## config.mk

```make
export PLATFORM = sky130hd
export DESIGN_NAME = mkio_word_rx
export DESIGN_NICKNAME = d
export VERILOG_FILES = /design/src/rtl/mkio_word_rx.sv
export SDC_FILE = /design/constraint.sdc
export NUM_CORES = 1
export LEC_CHECK = 0
export ABC_CLOCK_PERIOD_IN_PS = 5500
export BUFFER_PORTS_ARGS = -buffer_cell sky130_fd_sc_hd__buf_2
export CAP_MARGIN = 40
export CORE_UTILIZATION = 45
export DETAILED_ROUTE_END_ITERATION = 10
export SLEW_MARGIN = 20
export SYNTH_ARGS = -nofsm -noshare
export SYNTH_HDL_FRONTEND = slang
export SYNTH_SLANG_ARGS = --single-unit
```

## constraint.sdc

```tcl
create_clock -name clk -period 5.5 [get_ports clk]
set_clock_uncertainty 0.15 [all_clocks]
set_input_delay 0.275 -clock clk [delete_from_list [all_inputs] [get_ports clk]]
set_output_delay 0.275 -clock clk [all_outputs]
set_load 0.02 [all_outputs]
```

## src/rtl/mkio_word_rx.sv

```systemverilog
// mkio_word_rx: Manchester-coded word receiver (6 sync half-bits, DATA_W data bits, odd parity).
// Define MKIO_RX_GLITCH_FILTER_EN to insert a 3-sample majority filter after the synchronizer.
module mkio_word_rx #(
    parameter int HALF_BIT_CLKS = 16,
    parameter int DATA_W        = 16
) (
    input  logic              clk,
    input  logic              rst,
    input  logic              di1,
    input  logic              di0,
    output logic [DATA_W-1:0] rx_data,
    output logic              rx_cmd,
    output logic              rx_valid,
    output logic              rx_err,
    output logic [1:0]        err_code,
    output logic              busy
);
    localparam int CNT_W    = $clog2(HALF_BIT_CLKS);
    localparam int TOTAL_HB = 2 * DATA_W + 8;
    localparam int HB_W     = $clog2(TOTAL_HB);

    localparam logic [CNT_W-1:0] SAMPLE_AT    = CNT_W'(HALF_BIT_CLKS / 2);
    localparam logic [CNT_W-1:0] CNT_LAST     = CNT_W'(HALF_BIT_CLKS - 1);
    localparam logic [HB_W-1:0]  HB_SYNC_LAST = HB_W'(5);
    localparam logic [HB_W-1:0]  HB_DATA_LAST = HB_W'(2 * DATA_W + 5);
    localparam logic [5:0]       SYNC_CMD     = 6'b111000;
    localparam logic [5:0]       SYNC_DATA    = 6'b000111;

    typedef enum logic [2:0] {
        ST_IDLE,
        ST_SYNC,
        ST_DATA,
        ST_PARITY,
        ST_DONE
    } state_t;

    // Line pair is carried as {di1, di0} through the input pipeline
    logic [1:0] r_sync1;
    logic [1:0] r_sync2;
    logic [1:0] w_line;

    always_ff @(posedge clk) begin
        if (!rst) begin
            r_sync1 <= '0;
            r_sync2 <= '0;
        end else begin
            r_sync1 <= {di1, di0};
            r_sync2 <= r_sync1;
        end
    end

`ifdef MKIO_RX_GLITCH_FILTER_EN
    localparam int PIPE_D = 4;

    logic [1:0] r_hist1;
    logic [1:0] r_hist2;

    always_ff @(posedge clk) begin
        if (!rst) begin
            r_hist1 <= '0;
            r_hist2 <= '0;
        end else begin
            r_hist1 <= r_sync2;
            r_hist2 <= r_hist1;
        end
    end

    assign w_line = (r_sync2 & r_hist1) | (r_sync2 & r_hist2) | (r_hist1 & r_hist2);
`else
    localparam int PIPE_D = 2;

    assign w_line = r_sync2;
`endif

    // Marks when every stage feeding w_line holds a real line sample rather than reset zeros
    logic [PIPE_D-1:0] r_vld;

    always_ff @(posedge clk) begin
        if (!rst) begin
            r_vld <= '0;
        end else begin
            r_vld <= {r_vld[PIPE_D-2:0], 1'b1};
        end
    end

    logic w_di1;
    logic w_idle;
    logic w_pipe_ok;

    assign w_di1     = w_line[1];
    assign w_idle    = (w_line[1] == w_line[0]);
    assign w_pipe_ok = r_vld[PIPE_D-1];

    state_t            r_state;
    logic [CNT_W-1:0]  r_cnt;
    logic [HB_W-1:0]   r_hb;
    logic [4:0]        r_pat;
    logic              r_first;
    logic [DATA_W-1:0] r_shift;
    logic              r_par;
    logic              r_cmd_pend;
    logic              r_armed;
    logic [DATA_W-1:0] r_data;
    logic              r_cmd;
    logic              r_valid;
    logic              r_err;
    logic [1:0]        r_code;
    logic              r_busy;

    logic             w_sample;
    logic [CNT_W-1:0] w_cnt_next;
    logic [5:0]       w_pat;
    logic             w_pat_ok;
    logic             w_err_idle;
    logic             w_err_sync;
    logic             w_err_manch;
    logic             w_abort;
    logic [1:0]       w_abort_code;

    assign w_sample   = (r_cnt == SAMPLE_AT);
    assign w_cnt_next = (r_cnt == CNT_LAST) ? '0 : r_cnt + CNT_W'(1);
    assign w_pat      = {r_pat, w_di1};
    assign w_pat_ok   = (w_pat == SYNC_CMD) || (w_pat == SYNC_DATA);

    always_comb begin
        w_err_idle  = 1'b0;
        w_err_sync  = 1'b0;
        w_err_manch = 1'b0;
        if (w_sample) begin
            case (r_state)
                ST_SYNC: begin
                    if (w_idle) begin
                        w_err_idle = 1'b1;
                    end else if ((r_hb == HB_SYNC_LAST) && !w_pat_ok) begin
                        w_err_sync = 1'b1;
                    end
                end
                ST_DATA, ST_PARITY: begin
                    if (w_idle) begin
                        w_err_idle = 1'b1;
                    end else if (r_hb[0] && (w_di1 == r_first)) begin
                        // Second half of a pair must be the complement of the first
                        w_err_manch = 1'b1;
                    end
                end
                default: ;
            endcase
        end
        w_abort      = w_err_idle | w_err_sync | w_err_manch;
        w_abort_code = w_err_sync ? 2'b01 : 2'b10;
    end

    always_ff @(posedge clk) begin
        if (!rst) begin
            r_state    <= ST_IDLE;
            r_cnt      <= '0;
            r_hb       <= '0;
            r_pat      <= '0;
            r_first    <= 1'b0;
            r_shift    <= '0;
            r_par      <= 1'b0;
            r_cmd_pend <= 1'b0;
            r_armed    <= 1'b0;
            r_data     <= '0;
            r_cmd      <= 1'b0;
            r_valid    <= 1'b0;
            r_err      <= 1'b0;
            r_code     <= 2'b00;
            r_busy     <= 1'b0;
        end else begin
            r_valid <= 1'b0;
            r_err   <= 1'b0;
            if (r_state != ST_IDLE) begin
                r_cnt <= w_cnt_next;
            end
            // A start is only accepted after the line has been seen idle
            if (w_idle && w_pipe_ok) begin
                r_armed <= 1'b1;
            end

            if (w_abort) begin
                r_state <= ST_IDLE;
                r_busy  <= 1'b0;
                r_cnt   <= '0;
                r_err   <= 1'b1;
                r_code  <= w_abort_code;
            end else begin
                case (r_state)
                    ST_IDLE: begin
                        r_cnt <= '0;
                        if (r_armed && !w_idle) begin
                            r_state <= ST_SYNC;
                            r_busy  <= 1'b1;
                            r_cnt   <= CNT_W'(1);
                            r_hb    <= '0;
                            r_armed <= 1'b0;
                        end
                    end
                    ST_SYNC: begin
                        if (w_sample) begin
                            r_pat <= w_pat[4:0];
                            r_hb  <= r_hb + HB_W'(1);
                            if (r_hb == HB_SYNC_LAST) begin
                                r_cmd_pend <= (w_pat == SYNC_CMD);
                                r_par      <= 1'b0;
                                r_state    <= ST_DATA;
                            end
                        end
                    end
                    ST_DATA: begin
                        if (w_sample) begin
                            r_hb <= r_hb + HB_W'(1);
                            if (!r_hb[0]) begin
                                r_first <= w_di1;
                            end else begin
                                r_shift <= {r_shift[DATA_W-2:0], r_first};
                                r_par   <= r_par ^ r_first;
                                if (r_hb == HB_DATA_LAST) begin
                                    r_state <= ST_PARITY;
                                end
                            end
                        end
                    end
                    ST_PARITY: begin
                        if (w_sample) begin
                            if (!r_hb[0]) begin
                                r_first <= w_di1;
                                r_hb    <= r_hb + HB_W'(1);
                            end else begin
                                r_state <= ST_DONE;
                                r_hb    <= '0;
                                if (r_par ^ r_first) begin
                                    r_data  <= r_shift;
                                    r_cmd   <= r_cmd_pend;
                                    r_valid <= 1'b1;
                                    r_code  <= 2'b00;
                                end else begin
                                    r_err  <= 1'b1;
                                    r_code <= 2'b11;
                                end
                            end
                        end
                    end
                    ST_DONE: begin
                        // Sample phase keeps running: half-bit 0 of a contiguous word lands here
                        if (w_sample) begin
                            if (w_idle) begin
                                r_state <= ST_IDLE;
                                r_busy  <= 1'b0;
                                r_cnt   <= '0;
                            end else begin
                                r_state <= ST_SYNC;
                                r_pat   <= {4'b0000, w_di1};
                                r_hb    <= HB_W'(1);
                            end
                        end
                    end
                    default: begin
                        r_state <= ST_IDLE;
                        r_busy  <= 1'b0;
                        r_cnt   <= '0;
                    end
                endcase
            end
        end
    end

    assign rx_data  = r_data;
    assign rx_cmd   = r_cmd;
    assign rx_valid = r_valid;
    assign rx_err   = r_err;
    assign err_code = r_code;
    assign busy     = r_busy;

endmodule

```

; ---- Yosys cells after proc, flatten, opt, wreduce, memory -nomap -nowiden
; Index checks and enable logic that the tools add are counted.
[op_classes]
n_addsub = 2
eq_ne = 24
n_mux = 65
bitwise_logic = 9
n_reduce_logical = 30
[ops]
columns = op, n
row1 = two-way mux 6 bit, 6
row2 = two-way mux 1 bit, 31
row3 = two-way mux 3 bit, 9
row4 = one-hot mux 6 bit (4 select lines), 1
row5 = != test 2 bit (second input constant), 11
row6 = two-way mux 4 bit, 4
row7 = AND reduction 4 bit, 4
row8 = two-way mux 5 bit, 3
row9 = one-hot mux 3 bit (5 select lines), 1
row10 = equality test 6 x 3 -> 1 bit (second input constant), 2
row11 = equality test 6 bit (second input constant), 2
row12 = two-way mux 2 bit, 6
row13 = one-hot mux 4 bit (3 select lines), 1
row14 = one-hot mux 5 bit (2 select lines), 1
row15 = AND reduction 5 bit, 2
row16 = nonzero test 2 bit, 5
row17 = AND reduction 9 bit, 1
row18 = equality test 4 bit (second input constant), 2
row19 = AND reduction 7 bit, 1
row20 = adder 6 x 1 -> 6 bit (second input constant), 1
row21 = equality test 3 x 2 -> 1 bit (second input constant), 2
row22 = NOT 1 bit, 6
row23 = AND reduction 6 bit, 1
row24 = OR reduction 2 bit, 3
row25 = other kinds (18), 24
[word_totals]
ff_bits = 66
in_bits = 4
output_inout_bits = 22
word_cells = 149

; ---- Longest topological paths before layout
; Gate-level depths: netlist of the first run.
[depth]
word_depth = 12
depth_mapped = 9
mapped_depth_nobuf = 7

; ---- Least setup slack after synthesis of the first run
; Ideal clock, no wire load.
[synth_timing]
path_kind = reg2reg
from = reg r_cnt[0]
to = reg r_par
setup_ns = 0.116
arrival_time_ns = 1.952
t_required_ns = 5.234
setup_slack_ns = 3.282
path_stages_with_launch = 9
n_path_buf = 1
synth_period_minus_slack_ns = 2.218
path_cell_list = dfxtp_1 inv_1 ha_1 nand4bb_4 a2111oi_1 nand2_2 and2_4 buf_6 a41o_1
[synth_via]
elab_chain_len = 6
elab_cells_between_ends = 10
cone_classes = eq/ne (3) / mux (3) / bitwise (3) / reduce/logical (1)
[synth_lines]
columns = item, line
row1 = "start, declared", 95  ; logic [CNT_W-1:0] r_cnt;
row2 = "start signal, assigned", 174  ; r_cnt <= w_cnt_next;
row3 = equality test 4 bit *, 120  ; assign w_sample = (r_cnt == SAMPLE_AT);
row4 = two-way mux 1 bit, 129  ; if (w_sample) begin
row5 = OR 1 bit (2 in series), 149  ; w_abort = w_err_idle | w_err_sync | w_err_manch;
row6 = NOT 1 bit (no source line), --
row7 = AND reduction 6 bit (no source line) *, --
row8 = "end signal, assigned", 217  ; r_par <= r_par ^ r_first;
row9 = "end, declared", 100  ; logic r_par;
; Every way passes the cells marked *; elsewhere a longest branch is shown, timed or not.
; A chain may end at the register's enable or synchronous reset.

; ---- Worst setup path after layout of the first run
[layout_timing]
from = reg r_cnt[0]
to = reg r_data[7], in the netlist rx_data[7]
[layout_via]
elab_chain_len = 6
elab_cells_between_ends = 8
cone_classes = eq/ne (1) / mux (3) / bitwise (3) / reduce/logical (1)
[layout_lines]
columns = item, line
row1 = equality test 4 bit *, 120
row2 = two-way mux 1 bit, 129
row3 = OR 1 bit (2 in series), 149
row4 = NOT 1 bit (no source line), --
row5 = AND reduction 5 bit (no source line) *, --
row6 = "end signal, assigned", 233  ; r_data <= r_shift;
row7 = "end, declared", 103  ; logic [DATA_W-1:0] r_data;
; Marks and branches as above.

==> impl_summary.txt, run 1 <==
----------------------------------------------------
[Run status]
  Run status ... completed

[Yosys]
  Synth area leaders ... sky130_fd_sc_hd__dfxtp_1, sky130_fd_sc_hd__mux2i_1, sky130_fd_sc_hd__nor2_1
  Number of warnings issued by yosys ... 0
  Area share of the largest cell type after synthesis ... 42.3%
  Syn Nets ... 349
  Mean Syn Cell Area ... 9.19 sq um
  Library cell occupying the most area in the post-synthesis netlist ... sky130_fd_sc_hd__dfxtp_1
  Cells after Synth ... 340
  EDFF count, synth ... 0
  Fraction of synthesis flops using an asynchronous set or reset pin ... 0%
  Register area share after synthesis ... 42.3%
  Mapped Area ... 3130 sq um
  Seq cells post-synth ... 66
  Yosys cell types ... 58
  Dominant synthesized flop cell ... sky130_fd_sc_hd__dfxtp_1

[Critical path]
  Required time at the endpoint of the critical path ... 5570 ps
  Slowest stage cell on the critical path ... sky130_fd_sc_hd__nor4bb_1
  Crit start category ... flip-flop
  Cell family with the largest share of critical-path delay ... simple AND/OR/NAND/NOR gates
  Setup Crit Path Kind ... reg2reg
  Worst path bufs/invs ... 2
  Maximum cell stage delay along the critical path ... 450 ps
  Data arrival time of the critical path ... 2650 ps
  Largest fanout of any net on the critical path ... 11
  Critical-path cell list ... inv_1 > ha_1 > nor4bb_1 > o211ai_1 > nand3_1 > buf_8 > mux2i_1 > nor2_1
  Element type at the critical path end ... flip-flop

[Pwr]
  Sw power ... 0.000217 W
  Clock power frac ... 47.2%
  Static Leakage ... 1.63 nW
  Maximum vdd ir drop ... 0.156 mV
  Pwr dens ... 278 nW/um^2
  Combinational fraction of design power ... 3.0%
  Switching share of power ... 22.2%
  Share of total power in sequential cells ... 49.8%
  Internal Dissipation ... 0.000760 W

[STA]
  Max-slew violation total from the final report ... 0
  Actual transition at the worst max-transition pin ... 679 ps
  RSZ-0062 raised after global routing ... no
  Endpoints failing hold ... 0
  Setup_tns ... 0 ps
  Setup violators final ... 0
  Maximum frequency from static timing analysis ... 388 MHz
  Post-route minimum period ... 2580 ps
  Max_slew headroom ... 54.6%
  Share of the clock period used by the worst path ... 46.9%

[Cells and area]
  Fill count ... 636
  Antenna Diode Count ... 0
  Final Cell Area ... 3510 sq um
  Fraction of final layout cells with drive strength greater than 1 ... 17.0%
  Most common library cell in the layout ignoring fill and taps ... sky130_fd_sc_hd__dfxtp_1
  Layout-stage area growth over the synthesis result ... 12.2%
  Total Nets Final ... 368
  Most frequent cells in the layout ... sky130_fd_sc_hd__dfxtp_1, sky130_fd_sc_hd__nor2_1, sky130_fd_sc_hd__mux2i_1

[Clock tree]
  Largest buffer count on any clock path ... 2
  Number of CTS-inserted buffers ... 9
  Clk Latency, worst-skew pair ... 340 ps
  Number of clock sinks ... 66
  Root Driver ... sky130_fd_sc_hd__clkbuf_8
  Total setup buffers inserted after CTS ... 0
  H-tree levels ... 3
  Clock transition at the registers of the reported paths ... 80 ps
  Clock tree from TritonCTS ... done
  Number of gates given a new drive strength after cts ... 0
  Post-CTS Hold Fix Bufs ... 2

[Drt]
  Number of violations reported at the end of detailed-routing iteration 0 ... 196
  Vias after detailed routing ... 2441
  Initial DRT Pass Iterations ... 4
  Routed via count divided by cell count ... 5.50
  Total Routed Length ... 6.43 mm
  Wire length per cell after detailed routing ... 14.5 um
  DRT antenna net count ... 0
  Post-detailed-route DRC marker count ... 0

[Die]
  Number of rows in the core area ... 30
  Die Y-Extent ... 85.3 um
  DIE AREA ... 7280 sq um
  Die Span X ... 85.3 um
  Std-Cell Core Area ... 6760 sq um
  Initial Utilization ... 46.3%
  Boundary pin count ... 26

[GRT]
  Wire length of the first global-routing pass ... 10.7 mm
  Via count of the first global-routing pass ... 2230
  Largest net degree at the start of global routing ... 43
  Global route total overflow ... 0
  Global router's overall resource usage ... 18.9%
  Initial antenna violation count ... 0

[Job]
  Maximum Capacitance Violations ... 0

[Placed design]
  HPWL after detailed placement ... 4.18 mm
  Placed inst area ... 3260 sq um
  Gp weighted congestion ... 0.778
  I/O Buffers ... 25

[Min path]
  Min-delay worst type ... in2reg

----------------------------------------------------
-- worst paths after layout --
path,slack (ps),to,startpoint,cells past startpoint
worst max-delay path,2920,rx_data[7],r_cnt[0],8
worst min-delay path,180,r_vld[0],rst,1
worst max register to register,2920,rx_data[7],r_cnt[0],8
worst min register to register,280,r_sync2[0],r_sync1[0],1
-- cell usage after synthesis, drive strengths merged, types with 3 or more instances --
| master | count |
|---|---|
| nand2 | 32 |
| and2 | 9 |
| clkbuf | 15 |
| a211oi | 3 |
| ha | 5 |
| and3 | 7 |
| buf | 6 |
| nand4b | 3 |
| inv | 7 |
| a31oi | 7 |
| nand2b | 6 |
| nand4 | 3 |
| o21ai | 8 |
| mux2i | 44 |
| nand3 | 10 |
| and4b | 4 |
| nor3 | 6 |
| dfxtp | 66 |
| nor2 | 45 |
| nand3b | 4 |
| a21oi | 11 |
| xnor2 | 4 |
-- state kept, by name (all words and copies together) (netlist names), 2 cells and up --
signal and flops:
r_cnt 4, r_shift 16, r_sync1 2, r_vld 2, r_pat 5, r_state 3
r_hb 6, r_sync2 2, err_code 2, rx_data 16
-- power groups by stage --
stage | Combinational (W) | Sequential (W) | Clock [W]
6_report | 0.0000290 | 0.000487 | 0.000461
5_1_grt | 0.0000322 | 0.000487 | 0.000493
4_1_cts | 0.0000293 | 0.000487 | 0.000474
3_5_place_dp | 0.0000282 | 0.000498 | 0
3_3_place_gp | 0.0000277 | 0.000498 | 0
2_1_floorplan | 0.0000214 | 0.000496 | 0
-- cell families after synthesis --
| group | Yosys count | synth area share [%] |
|---|---|---|
| multiplexers | 45 | 14.5 |
| adder cells (fa/ha/maj) | 5 | 2.00 |
| AO/OA/AOI/OAI | 50 | 11.0 |
| XOR/XNOR | 5 | 1.40 |
| buffers and inverters | 28 | 4.44 |
| AND/OR/NAND/NOR | 141 | 24.4 |
| flip-flops | 66 | 42.3 |
-- layer usage --
metal  part of all wire [%]  track usage [%]  wire (um)
met5                      0                0          0
met4                    2.1             10.8        138
met3                    3.7             3.31        239
met2                     43             28.0       2790
met1                     51             26.1       3270
-- through the flow --
stage	setup WS [ps]	hold WS (ps)	util, %	total power, W	cells
after CTS	2920	178	51.9	0.000990	444
final	2920	180	51.9	0.000977	444
after global placement	2670	264	48.0	0.000525	425
after global routing	2730	217	51.9	0.00101	444
after detailed placement	2930	270	48.3	0.000526	426
after floorplan	3280	153	-	0.000518	340
-- cell type report --
cell class / instances / area, sq um / area share, %
Multi-Input combinational cell: 246 / 1670 / 47.5
Sequential cell: 66 / 1320 / 37.7
Timing Repair Buffer: 29 / 168 / 4.78
Clock buffer: 10 / 138 / 3.92
Tap cell: 80 / 100 / 2.85
Clock inverter: 6 / 90.1 / 2.57
Inverter: 7 / 26.3 / 0.749
-- worst register-to-register path, stage by stage, from the launching register on --
cell and delay [ps]:
sky130_fd_sc_hd__dfxtp_1 340, sky130_fd_sc_hd__inv_1 70, sky130_fd_sc_hd__ha_1 290, sky130_fd_sc_hd__nor4bb_1 450, sky130_fd_sc_hd__o211ai_1 250, sky130_fd_sc_hd__nand3_1 430
sky130_fd_sc_hd__buf_8 230, sky130_fd_sc_hd__mux2i_1 200, sky130_fd_sc_hd__nor2_1 50
No activity file was read; power rests on OpenSTA's default activity.
==> run 2: changes to the inputs <==
Settings changed: ABC_CLOCK_PERIOD_IN_PS 5500 to 2110, PLACE_DENSITY from default to 0.65.
Clock period 5.5 ns to 2.11 ns, I/O delays scaled along.
==> run 2 against run 1 <==
Net effect: routed wire length grew 5.2%; power grew to 2.6 times the previous value; worst hold slack gained 100 ps; final cell count grew 7.9%; critical path depth is the same; flip-flop and latch count is the same; global-route usage grew 0.50 points; clock power grew to 2.6 times the previous value; critical path type unchanged; critical endpoint is now r_hb[0]; largest power group unchanged.
==> impl_summary.txt, run 2 (synthesized netlist as in run 1, its figures left out) <==
----------------------------------------------------
[Run status]
  Run status ... completed

[STA]
  Max_slew headroom ... 74.5%
  Post-Route Hold Slack ... 284 ps
  Setup slack after layout ... 80.4 ps
  Maximum frequency from static timing analysis ... 493 MHz
  Setup_tns ... 0 ps
  Share of the clock period used by the worst path ... 96.2%
  Max-slew violation total from the final report ... 0
  Setup violators final ... 0
  RSZ-0062 raised after global routing ... no
  Endpoints failing hold ... 0
  Actual transition at the worst max-transition pin ... 382 ps
  Post-route minimum period ... 2030 ps

[GRT]
  Via count of the first global-routing pass ... 2374
  Global router's overall resource usage ... 19.4%
  Global route total overflow ... 0
  Initial antenna violation count ... 0
  Largest net degree at the start of global routing ... 39
  Wire length of the first global-routing pass ... 11.2 mm

[Die]
  Die Y-Extent ... 85.3 um
  DIE AREA ... 7280 sq um
  Initial Utilization ... 46.3%
  Boundary pin count ... 26
  Std-Cell Core Area ... 6760 sq um
  Number of rows in the core area ... 30
  Die Span X ... 85.3 um

[Cells and area]
  Most frequent cells in the layout ... sky130_fd_sc_hd__dfxtp_1, sky130_fd_sc_hd__nor2_1, sky130_fd_sc_hd__mux2i_1
  Layout-stage area growth over the synthesis result ... 24.9%
  Final core utilization ... 57.8%
  Total Nets Final ... 403
  Finished Layout Cells ... 479
  Antenna Diode Count ... 0
  Fill count ... 599
  Most common library cell in the layout ignoring fill and taps ... sky130_fd_sc_hd__dfxtp_1
  Fraction of final layout cells with drive strength greater than 1 ... 27.1%

[Critical path]
  Crit start category ... flip-flop
  Critical R2R Launch ... r_cnt[0]
  Worst path bufs/invs ... 2
  Count of cells along the worst register-to-register path ... 8
  Cell family with the largest share of critical-path delay ... compound AO/OA/AOI/OAI gates
  Element type at the critical path end ... flip-flop
  Critical-path cell list ... inv_1 > ha_4 > buf_4 > and3b_1 > nand4_1 > a32oi_2 > nand2_4 > a221oi_2
  End of the worst register-to-register path ... r_hb[0]
  Slack of the worst reg-to-reg path ... 80 ps
  Setup Crit Path Kind ... reg2reg
  Slowest stage cell on the critical path ... sky130_fd_sc_hd__dfxtp_1
  Required time at the endpoint of the critical path ... 2210 ps
  Largest fanout of any net on the critical path ... 6
  Data arrival time of the critical path ... 2130 ps
  Maximum cell stage delay along the critical path ... 310 ps

[Clock tree]
  Clock transition at the registers of the reported paths ... 70 ps
  Clk Latency, worst-skew pair ... 340 ps
  Root Driver ... sky130_fd_sc_hd__clkbuf_8
  Clock tree from TritonCTS ... done
  Number of clock sinks ... 66
  H-tree levels ... 3
  Largest buffer count on any clock path ... 2
  Number of CTS-inserted buffers ... 9

[Min path]
  Hold Startpoint ... r_sync1[0]
  Hold path depth ... 1
  Destination of the worst hold path ... r_sync2[0]
  Min-delay worst type ... reg2reg

[Drt]
  Vias after detailed routing ... 2627
  Initial DRT Pass Iterations ... 4
  Post-detailed-route DRC marker count ... 0
  Total Routed Length ... 6.77 mm
  DRT antenna net count ... 0
  Wire length per cell after detailed routing ... 14.1 um
  Number of violations reported at the end of detailed-routing iteration 0 ... 195
  Routed via count divided by cell count ... 5.48

[Placed design]
  HPWL after detailed placement ... 4.60 mm
  Gp weighted congestion ... 0.855
  Placed insts ... 456
  Setup slack at placement ... -58.2 ps
  I/O Buffers ... 25

[Pwr]
  Maximum vdd ir drop ... 0.528 mV
  Pwr dens ... 655 nW/um^2
  Static Leakage ... 1.84 nW

[Job]
  Maximum Capacitance Violations ... 0

----------------------------------------------------
[run 2: worst max path at each step]
| stage | from | to | slack, ps | cells past startpoint |
|---|---|---|---|---|
| final | r_cnt[0] | r_hb[0] | 80 | 8 |
| after global routing | r_cnt[0] | r_hb[0] | 0.5 | 8 |
| after CTS | r_cnt[0] | r_par | 30 | 7 |
| after detailed placement | r_cnt[1] | rx_data[12] | -60 | 9 |
| after global placement | r_cnt[0] | rx_data[0] | 5 | 9 |
| after floorplan | r_cnt[0] | r_par | 3 | 9 |
[run 2: layout make-up]
cell class	instances	area [sq um]	area share [%]
multi-input combinational	246	1760	45.1
timing repair buffer	64	468	12.0
clock inverter	5	85.1	2.18
inverter	7	26.3	0.673
clock buffer	11	141	3.62
tap	80	100	2.56
sequential	66	1320	33.9
[run 2: repair_timing]
| action | in CTS | in global routing |
|---|---|---|
| resized for setup | 4 | 11 |
| pin swaps | 2 | 6 |
| endpoints found under the setup margin | 27 | 40 |
| buffers inserted | 0 | 3 |
| hold endpoints to repair | 3 | 0 |
| gates cloned | 0 | 1 |
| hold buffers | 3 | 0 |
[run 2: where the power goes]
part,total (W),internal (W),leakage (nW),switching (W)
sequential,0.00126,0.00126,0.534,0.00000746
clock,0.00119,0.000704,0.110,0.000489
combinational,0.000101,0.0000412,1.19,0.0000594
[run 2: per-layer routing]
metal / track usage [%] / vias up / routed length, um
met5: 0 / - / 0
met4: 7.27 / 0 / 104
met3: 4.38 / 13 / 284
met1: 26.5 / 1256 / 3350
met2: 30.1 / 52 / 3040
li1: - / 1306 / -
[run 2: per-stage QoR]
stage,power (W),area (sq um)
after global routing,0.00266,3900
after detailed placement,0.00138,3530
after floorplan,0.00135,3150
after CTS,0.00258,3810
final,0.00256,3900
after global placement,0.00138,3530
==> run 3: changes to the inputs <==
Settings changed: REMOVE_ABC_BUFFERS from default to 1.
==> run 3 against run 2 <==
Net effect: first-iteration DRC count fell by 33%; sequential share of layout area fell by 0.97 points; design area rose by 3.2%; count of clock-buffer cells in the layout fell by 1; flip-flop and latch count did not move; sequential power barely moved; clock power fell by 8%; setup slack got worse by 62 ps; routed wire length rose by 8.9%; combinational power fell by 4%; register-to-register slack got worse by 60 ps; critical path type unchanged; critical endpoint is now r_hb[1].
==> impl_summary.txt, run 3 (synthesized netlist as in run 1, its figures left out) <==
----------------------------------------------------
[Run status]
  Run status ... completed

[Pwr]
  Static Leakage ... 1.88 nW
  Pwr dens ... 608 nW/um^2
  Maximum vdd ir drop ... 0.413 mV

[Critical path]
  Slack of the worst reg-to-reg path ... 20 ps
  Critical R2R Launch ... r_sync2[1]
  Data arrival time of the critical path ... 2200 ps
  Largest fanout of any net on the critical path ... 10
  Setup Crit Path Kind ... reg2reg
  End of the worst register-to-register path ... r_hb[1]
  Element type at the critical path end ... flip-flop
  Count of cells along the worst register-to-register path ... 6
  Crit start category ... flip-flop
  Required time at the endpoint of the critical path ... 2220 ps

[Cells and area]
  Total Nets Final ... 410
  Final Cell Area ... 4030 sq um
  Most frequent cells in the layout ... sky130_fd_sc_hd__dfxtp_1, sky130_fd_sc_hd__nor2_1, sky130_fd_sc_hd__mux2i_1
  Layout-stage area growth over the synthesis result ... 28.9%
  Fraction of final layout cells with drive strength greater than 1 ... 30.0%
  Most common library cell in the layout ignoring fill and taps ... sky130_fd_sc_hd__dfxtp_1
  Antenna Diode Count ... 0
  Finished Layout Cells ... 486

[Min path]
  Min-delay worst type ... reg2reg
  Hold Startpoint ... r_sync1[0]
  Hold path depth ... 1
  Destination of the worst hold path ... r_sync2[0]

[Die]
  Die Span X ... 85.3 um
  Initial Utilization ... 46.3%
  Number of rows in the core area ... 30
  Std-Cell Core Area ... 6760 sq um
  Boundary pin count ... 26
  DIE AREA ... 7280 sq um
  Die Y-Extent ... 85.3 um

[Drt]
  Wire length per cell after detailed routing ... 15.2 um
  Vias after detailed routing ... 2644
  Routed via count divided by cell count ... 5.44
  Initial DRT Pass Iterations ... 4
  Uppermost routed layer ... met4
  Post-Route M1 WL ... 3.47 mm
  Amount of wire on met2 after detailed routing ... 3.49 mm
  DRT antenna net count ... 0
  Metal3 WL ... 275 um
  Post-detailed-route DRC marker count ... 0
  Total Routed Length ... 7.37 mm
  Number of violations reported at the end of detailed-routing iteration 0 ... 131

[STA]
  Setup violators final ... 0
  Maximum frequency from static timing analysis ... 478 MHz
  Max-slew violation total from the final report ... 0
  Post-route minimum period ... 2090 ps
  Max_slew headroom ... 73.4%
  Endpoints failing hold ... 0
  Post-Route Hold Slack ... 282 ps
  Actual transition at the worst max-transition pin ... 398 ps
  RSZ-0062 raised after global routing ... yes
  Share of the clock period used by the worst path ... 99.1%

[Clock tree]
  H-tree levels ... 3
  Clock transition at the registers of the reported paths ... 80 ps
  Largest buffer count on any clock path ... 2
  Root Driver ... sky130_fd_sc_hd__clkbuf_8
  Number of CTS-inserted buffers ... 9
  Clk Latency, worst-skew pair ... 350 ps
  Number of clock sinks ... 66
  Clock tree from TritonCTS ... done

[Placed design]
  I/O Buffers ... 25
  Placed insts ... 460
  Placed inst area ... 3550 sq um
  Gp weighted congestion ... 0.806
  HPWL after detailed placement ... 4.61 mm

[GRT]
  Global router's overall resource usage ... 20.4%
  Global route total overflow ... 0
  Via count of the first global-routing pass ... 2422
  Wire length of the first global-routing pass ... 11.6 mm
  Initial antenna violation count ... 0
  Largest net degree at the start of global routing ... 39

[Job]
  Maximum Capacitance Violations ... 0

----------------------------------------------------
## run 3: final cells by class
class	instances	area, sq um
clock buffers	10	138
fillers	589	2730
multi-input cells	247	1820
flip-flops and latches	66	1330
inverters	7	26.3
repair buffers	70	551
well taps	80	100
clock inverters	6	66.3
## run 3: stage by stage
| step | utilization, % | TNS (ps) | total power [W] | setup slack [ps] |
|---|---|---|---|---|
| after floorplan | - | -4980 | 0.00134 | -289 |
| after global routing | 59.6 | -118 | 0.00253 | -47.5 |
| after global placement | 52.5 | -5240 | 0.00138 | -193 |
| after detailed placement | 52.5 | -5660 | 0.00138 | -233 |
| final | 59.6 | 0 | 0.00245 | 18.1 |
| after CTS | 57.4 | -18.3 | 0.00246 | -18.3 |
## run 3: power breakdown
part / switching [W] / internal (W) / total [W]
Combinational: 0.0000580 / 0.0000394 / 0.0000974
Clock: 0.000510 / 0.000577 / 0.00109
Sequential: 0.0000101 / 0.00126 / 0.00127
## run 3: metal layers
layer  global-route usage (%)  vias up
li1                         -     1326
met1                     27.0     1259
met2                     32.0       48
met3                     4.57       11
met4                     9.24        0
met5                        0        -
## run 3: how the worst max path moves through the flow
| stage | startpoint | to | cells past startpoint | slack, ps |
|---|---|---|---|---|
| 4_1_cts | r_cnt[0] | r_hb[1] | 9 | -20 |
| 5_1_grt | r_cnt[1] | r_pat[4] | 9 | -50 |
| 2_1_floorplan | r_cnt[0] | rx_cmd | 7 | -290 |
| 3_3_place_gp | r_cnt[0] | r_hb[1] | 8 | -190 |
| 6_report | r_sync2[1] | r_hb[1] | 6 | 20 |
| 3_5_place_dp | r_cnt[0] | r_hb[1] | 8 | -230 |
## run 3: timing repair
action                     4_1_cts  5_1_grt
resized for setup               16       17
buffers inserted                 2        2
cloned                           1        2
hold buffers                     3        0
hold endpoints to repair         3        0
setup endpoints to repair       57       54
pin swaps                        5        4
## run 3: worst max-delay path, stage by stage, from the launching register on
cell and delay (ps):
sky130_fd_sc_hd__dfxtp_2 390, sky130_fd_sc_hd__or3b_1 430, sky130_fd_sc_hd__a211o_4 380, sky130_fd_sc_hd__and2_4 200, sky130_fd_sc_hd__buf_12 140, sky130_fd_sc_hd__nand2_8 90
sky130_fd_sc_hd__mux2i_2 220
